`src/rtl/register_file_pkg.sv`:
```
// Shared widths, types and helpers for the register file and rename table.
package register_file_pkg;

  localparam int XLEN = 32;
  localparam int REG_CNT_WIDTH = 5;
  localparam int ROB_SIZE_WIDTH = 4;
  localparam int DEPENDENCY_WIDTH = ROB_SIZE_WIDTH + 1;
  localparam int REG_CNT = 1 << REG_CNT_WIDTH;

  typedef logic [XLEN-1:0] word_t;
  typedef logic [REG_CNT_WIDTH-1:0] reg_t;
  typedef logic [ROB_SIZE_WIDTH-1:0] rob_id_t;
  typedef logic [DEPENDENCY_WIDTH-1:0] dep_t;

  localparam dep_t NO_DEP = '1;

  typedef struct packed {
    logic    enable;
    reg_t    rd;
    word_t   val;
    rob_id_t id;
  } commit_t;

  function automatic dep_t rob_dep(input rob_id_t id);
    return {1'b0, id};
  endfunction

endpackage

```
`src/rtl/register_file_read_port.sv`:
```
// One combinational read port: x0 handling and same-cycle commit bypass.
module register_file_read_port
  import register_file_pkg::*;
(
  input  reg_t    idx,
  input  word_t   vals [REG_CNT],
  input  dep_t    deps [REG_CNT],
  input  commit_t commit,
  output dep_t    dep,
  output word_t   val
);

  logic hit;

  assign hit = commit.enable
            && (commit.rd == idx)
            && (deps[idx] == rob_dep(commit.id));

  always_comb begin
    dep = deps[idx];
    val = vals[idx];
    if (idx == '0) begin
      dep = NO_DEP;
      val = '0;
    end else if (hit) begin
      dep = NO_DEP;
      val = commit.val;
    end
  end

endmodule

```
`src/rtl/register_file.sv`:
```
// Architectural register file with rename table; ROB commit port sink.
module register_file
  import register_file_pkg::*;
(
  input  logic                      clk,
  input  logic                      rst_n,
  input  logic                      rdy,
  input  logic                      flush,
  input  logic                      stall,
  input  logic                      dec_ready,
  input  logic [REG_CNT_WIDTH-1:0]  dec_rs1,
  input  logic [REG_CNT_WIDTH-1:0]  dec_rs2,
  input  logic [REG_CNT_WIDTH-1:0]  dec_rd,
  input  logic                      dec_writes_rd,
  input  logic [ROB_SIZE_WIDTH-1:0] rob_tail_id,
  input  logic                      rob_rf_enable,
  input  logic [REG_CNT_WIDTH-1:0]  rob_rf_rd,
  input  logic [XLEN-1:0]           rob_rf_val,
  input  logic [ROB_SIZE_WIDTH-1:0] rob_rf_id,
  output logic [DEPENDENCY_WIDTH-1:0] rf_dep1,
  output logic [XLEN-1:0]           rf_val1,
  output logic [DEPENDENCY_WIDTH-1:0] rf_dep2,
  output logic [XLEN-1:0]           rf_val2
);

  word_t   vals [REG_CNT];
  dep_t    deps [REG_CNT];
  commit_t commit;
  logic    do_commit;
  logic    do_rename;

  assign commit = '{
    enable: rob_rf_enable,
    rd:     rob_rf_rd,
    val:    rob_rf_val,
    id:     rob_rf_id
  };

  assign do_commit = rob_rf_enable && (rob_rf_rd != '0);
  assign do_rename = !flush && !stall && dec_ready
                  && dec_writes_rd && (dec_rd != '0);

  // Later assignments win: flush over rename, rename over commit clear.
  always_ff @(posedge clk or negedge rst_n) begin
    if (!rst_n) begin
      for (int i = 0; i < REG_CNT; i++) begin
        vals[i] <= '0;
        deps[i] <= NO_DEP;
      end
    end else if (rdy) begin
      if (do_commit) begin
        vals[rob_rf_rd] <= rob_rf_val;
        if (deps[rob_rf_rd] == rob_dep(rob_rf_id))
          deps[rob_rf_rd] <= NO_DEP;
      end
      if (flush) begin
        for (int i = 0; i < REG_CNT; i++)
          deps[i] <= NO_DEP;
      end else if (do_rename) begin
        deps[dec_rd] <= rob_dep(rob_tail_id);
      end
    end
  end

  register_file_read_port u_rp1 (
    .idx    (dec_rs1),
    .vals   (vals),
    .deps   (deps),
    .commit (commit),
    .dep    (rf_dep1),
    .val    (rf_val1)
  );

  register_file_read_port u_rp2 (
    .idx    (dec_rs2),
    .vals   (vals),
    .deps   (deps),
    .commit (commit),
    .dep    (rf_dep2),
    .val    (rf_val2)
  );

endmodule

```
`config.mk`:
```
export PLATFORM = sky130hd
export DESIGN_NAME = register_file
export DESIGN_NICKNAME = d
export VERILOG_FILES = /design/src/rtl/register_file_pkg.sv /design/src/rtl/register_file_read_port.sv /design/src/rtl/register_file.sv
export SDC_FILE = /design/constraint.sdc
export NUM_CORES = 2
export LEC_CHECK = 0
export CORE_ASPECT_RATIO = 0.6
export CORE_MARGIN = 4
export CORE_UTILIZATION = 35
export CTS_CLUSTER_DIAMETER = 30
export CTS_CLUSTER_SIZE = 8
export DETAILED_ROUTE_END_ITERATION = 10
export DONT_BUFFER_PORTS = 1
export PLACE_DENSITY = 0.53
export RECOVER_POWER = 50
export SYNTH_ARGS = -nofsm -noshare
export SYNTH_HDL_FRONTEND = slang
export SYNTH_SLANG_ARGS = --single-unit
```
`constraint.sdc`:
```
create_clock -name clk -period 3 [get_ports clk]
set_input_delay 0.3 -clock clk [delete_from_list [all_inputs] [get_ports clk]]
set_output_delay 0.3 -clock clk [all_outputs]
set_load 0.05 [all_outputs]
```
==> results.sh <==
export IMPL_syn_nets=4669
export IMPL_synth_cell_type_count=54
export IMPL_dpl_worst_slack_ns=-0.631
export IMPL_num_vias=46624
export IMPL_hold_path_startpoint="rdy"
export IMPL_die_area_sq_mm=0.199
export IMPL_mostFrequentLayoutCells="1,024 x dfrtp_1, 1,015 x mux2_2, 757 x mux4_2, 281 x buf_4, 229 x clkbuf_16"
export IMPL_cp_arrival_ns=4.00
export IMPL_synthMuxAreaShare_pct=44.3
export IMPL_layout_commonest_cell="dfrtp_1"
export IMPL_yosysSeqAreaShare_pct=44.5
export IMPL_r2r_start="deps[42]"
export IMPL_finalCriticalPeriod_ns=4.30
export IMPL_die_y_um=347
export IMPL_placement_rows=124
export IMPL_fin_crit_sh_pct=143
export IMPL_synthesis_area_sq_mm=0.0670
export IMPL_postSynth_asyncResetShare_pct=100
export IMPL_cts_sinks=1184
export IMPL_clk_path_buf_depth=4
export IMPL_yosys_top_cells_area="dfrtp_1 38%, mux4_2 25%, mux2_2 17%"
export IMPL_setup_ws_ns=-1.30
export IMPL_grt_util_all_layers_pct=23.8
export IMPL_die_x_um=573
export IMPL_ios=142
export IMPL_synth_top_family_by_area="multiplexers"
export IMPL_wirelength_mm=241
export IMPL_n_fill_cell=16739
export IMPL_multi_input_area_sq_mm=0.0367
export IMPL_rsz0062_at_grt="true"
export IMPL_ir_worst_vdd_uv=539
export IMPL_hold_viol_final=0
export IMPL_finClkSkew_ns=0.0735
export IMPL_worst_pin_slew_ns=2.61
export IMPL_final_cell_area_sq_mm=0.0832
export IMPL_drtAntennaViolNets=0
export IMPL_path_clk_slew_ns=0.05
export IMPL_cp_start_kind="primary input"
export IMPL_gp_congestion=0.952
export IMPL_clock_latency_ns=0.88
export IMPL_numCtsBuffers=223
export IMPL_synth_xor_area_share_pct=0.248
export IMPL_finalMaxSlewViolations=408
export IMPL_slew_headroom_pct=-74.0
export IMPL_cp_end_kind="output port"
export IMPL_drt_iter0_drc=4899
export IMPL_cp_max_fo=298
export IMPL_routedWlPerCell_um=32.0
export IMPL_io_buffer_count=0
export IMPL_antenna_found_initial=9
export IMPL_grt_pass1_vias=47175
export IMPL_synth_flop_cell="dfrtp_1"
export IMPL_dp_final_hpwl_mm=137
export IMPL_critPathKind="in -> out"
export IMPL_cp_required_ns=2.70
export IMPL_synth_compound_area_share_pct=3.46
export IMPL_coreArea_sq_mm=0.190
export IMPL_synth_warnings=0
export IMPL_area_growth_pct=24.2
export IMPL_placed_area_sq_mm=0.0744
export IMPL_leakage_nw=34.4
export IMPL_drive_above_1_share_pct=60.4
export IMPL_fin_util_pct=43.7
export IMPL_maxClockFrequency_ghz=0.233
export IMPL_cap_viol_max_count=5
export IMPL_finalSetupViolCount=90
export IMPL_hold_class="in -> reg"
export IMPL_grt_max_degree=300
export IMPL_grt_overflow_total=0
export IMPL_violations="max-capacitance violations, max-slew violations, negative setup slack"
export IMPL_status="complete, but fails checks"
export IMPL_htreeDepth=4
export IMPL_synthAdderAreaFrac_pct=0
export IMPL_syn_inst=4601
export IMPL_nNetsFinal=4925
export IMPL_cts_tree="done"
export IMPL_yosysTopAreaCell="dfrtp_1"
export IMPL_start_util_pct=35.2
export IMPL_grt_pass1_wl_mm=349
export IMPL_p_per_area_mw_per_mm2=658
export IMPL_synth_edff_count=0
export IMPL_synth_top_area_share_pct=38.3
export IMPL_drt_pass1_iter_count=7
export IMPL_syn_area_per_cell_sq_um=14.6
export IMPL_ys_ff_latch=1184
export IMPL_startpoint="dec_rs2[0]"
export IMPL_drc=0
export IMPL_via_per_inst=6.19
export IMPL_yosys_area_share_simple_pct=4.23
export IMPL_seqCellArea_sq_mm=0.0298
export IMPL_clock_tree_root_cell="clkbuf_16"
==> path summary, 6_finish.rpt <==
check	to	slack [ns]	depth (start not counted)
min in group asynchronous	vals[821]	0.83	2
max in group asynchronous	vals[337]	0.10	3
max	rf_val2[16]	-1.30	12
max reg2reg	deps[139]	-0.08	12
min	deps[29]	0.03	3
min reg2reg	vals[1022]	0.39	0
==> where the power goes <==
part | leakage (nW) | internal (mW) | switching (mW) | total, mW
registers | 15.3 | 18.3 | 1.51 | 19.9
logic | 15.6 | 6.09 | 4.21 | 10.3
clock network | 3.54 | 16.1 | 8.52 | 24.6
total | 34.4 | 40.5 | 14.2 | 54.8
==> sequential cells by signal (all words and copies together) (netlist names) <==
signal	flops
vals	1024
deps	160
==> area by class of cell <==
| class | count | share of cell area (%) |
|---|---|---|
| Clock inverter | 78 | 1.20 |
| Multi-Input combinational cell | 2895 | 44.1 |
| Sequential cell | 1184 | 35.8 |
| Timing Repair Buffer | 543 | 7.49 |
| Clock buffer | 293 | 7.53 |
| Tap cell | 2520 | 3.79 |
| Antenna cell | 7 | 0.0211 |
| Inverter | 10 | 0.0466 |
==> synth_stat cells, types with 3 or more instances <==
cell      instances
a21oi_1         155
a221oi_1          6
a22oi_1           8
a31oi_1           5
and2_1            5
and3_1            5
and4_1            3
buf_1            84
buf_2           111
buf_4             8
buf_6             5
clkbuf_1        304
dfrtp_1        1024
dfstp_2         160
inv_1             8
mux2_1           13
mux2_2         1016
mux2i_1         104
mux4_2          757
nand2_1         196
nand2b_1         14
nand3_1          42
nand3b_1          7
nand4_1          10
nor2_1          106
nor2b_1           7
nor3_1          129
nor4_1            7
o211ai_1         30
o21ai_0          28
o22ai_1         143
o311ai_1          3
or2_2            43
or3_1             8
or3b_2            4
xnor2_1           5
xor2_1           14
==> critical path, cell delays in order <==
cell and delay [ns]:
mux4_2 1.00, mux2i_2 0.24, buf_4 0.17, o22ai_2 0.09, o21a_1 0.19, o211a_1 0.22, nand4_1 0.11, buf_6 0.15
buf_16 0.20, buf_16 0.18, mux2i_4 0.27, buf_12 0.16
==> logic make-up (layout without fill, tap and decap cells) <==
logic type / count (synthesis) / after routing
XOR/XNOR: 19 / 19
AND/OR/NAND/NOR: 597 / 597
AO/OA/AOI/OAI: 389 / 389
other: 0 / 7
multiplexers: 1890 / 1890
buffers and inverters: 522 / 924
flip-flops: 1184 / 1184
==> layer usage <==
| metal | global-route usage, % | vias up | routed length (um) |
|---|---|---|---|
| met5 | 0 | - | 12 |
| met1 | 35.3 | 25375 | 108000 |
| li1 | - | 18554 | - |
| met3 | 6.68 | 414 | 22900 |
| met2 | 34.2 | 2279 | 104000 |
| met4 | 6.26 | 2 | 5920 |
==> through the flow <==
step                      hold slack [ns]  cells  TNS (ns)  total power, mW
after floorplan                   0.00441   4601    -12.38             26.6
after global placement              0.293   7068    -42.53             29.3
after detailed placement            0.300   7068    -40.72             29.6
after CTS                         0.00554   7509    -82.88             54.9
after global routing               0.0643   7526   -212.09             56.8
final                              0.0337   7530    -84.90             54.8
==> what timing repair did <==
| item | CTS | global route |
|---|---|---|
| gates resized for setup | 50 | 135 |
| setup endpoints to repair | 139 | 141 |
| endpoints found under the hold margin | 1880 | 0 |
| hold buffers | 53 | 0 |
| cloned | 0 | 4 |
| setup buffers | 17 | 10 |
| pin swaps | 9 | 12 |
No activity file was read; power rests on OpenSTA's default activity.
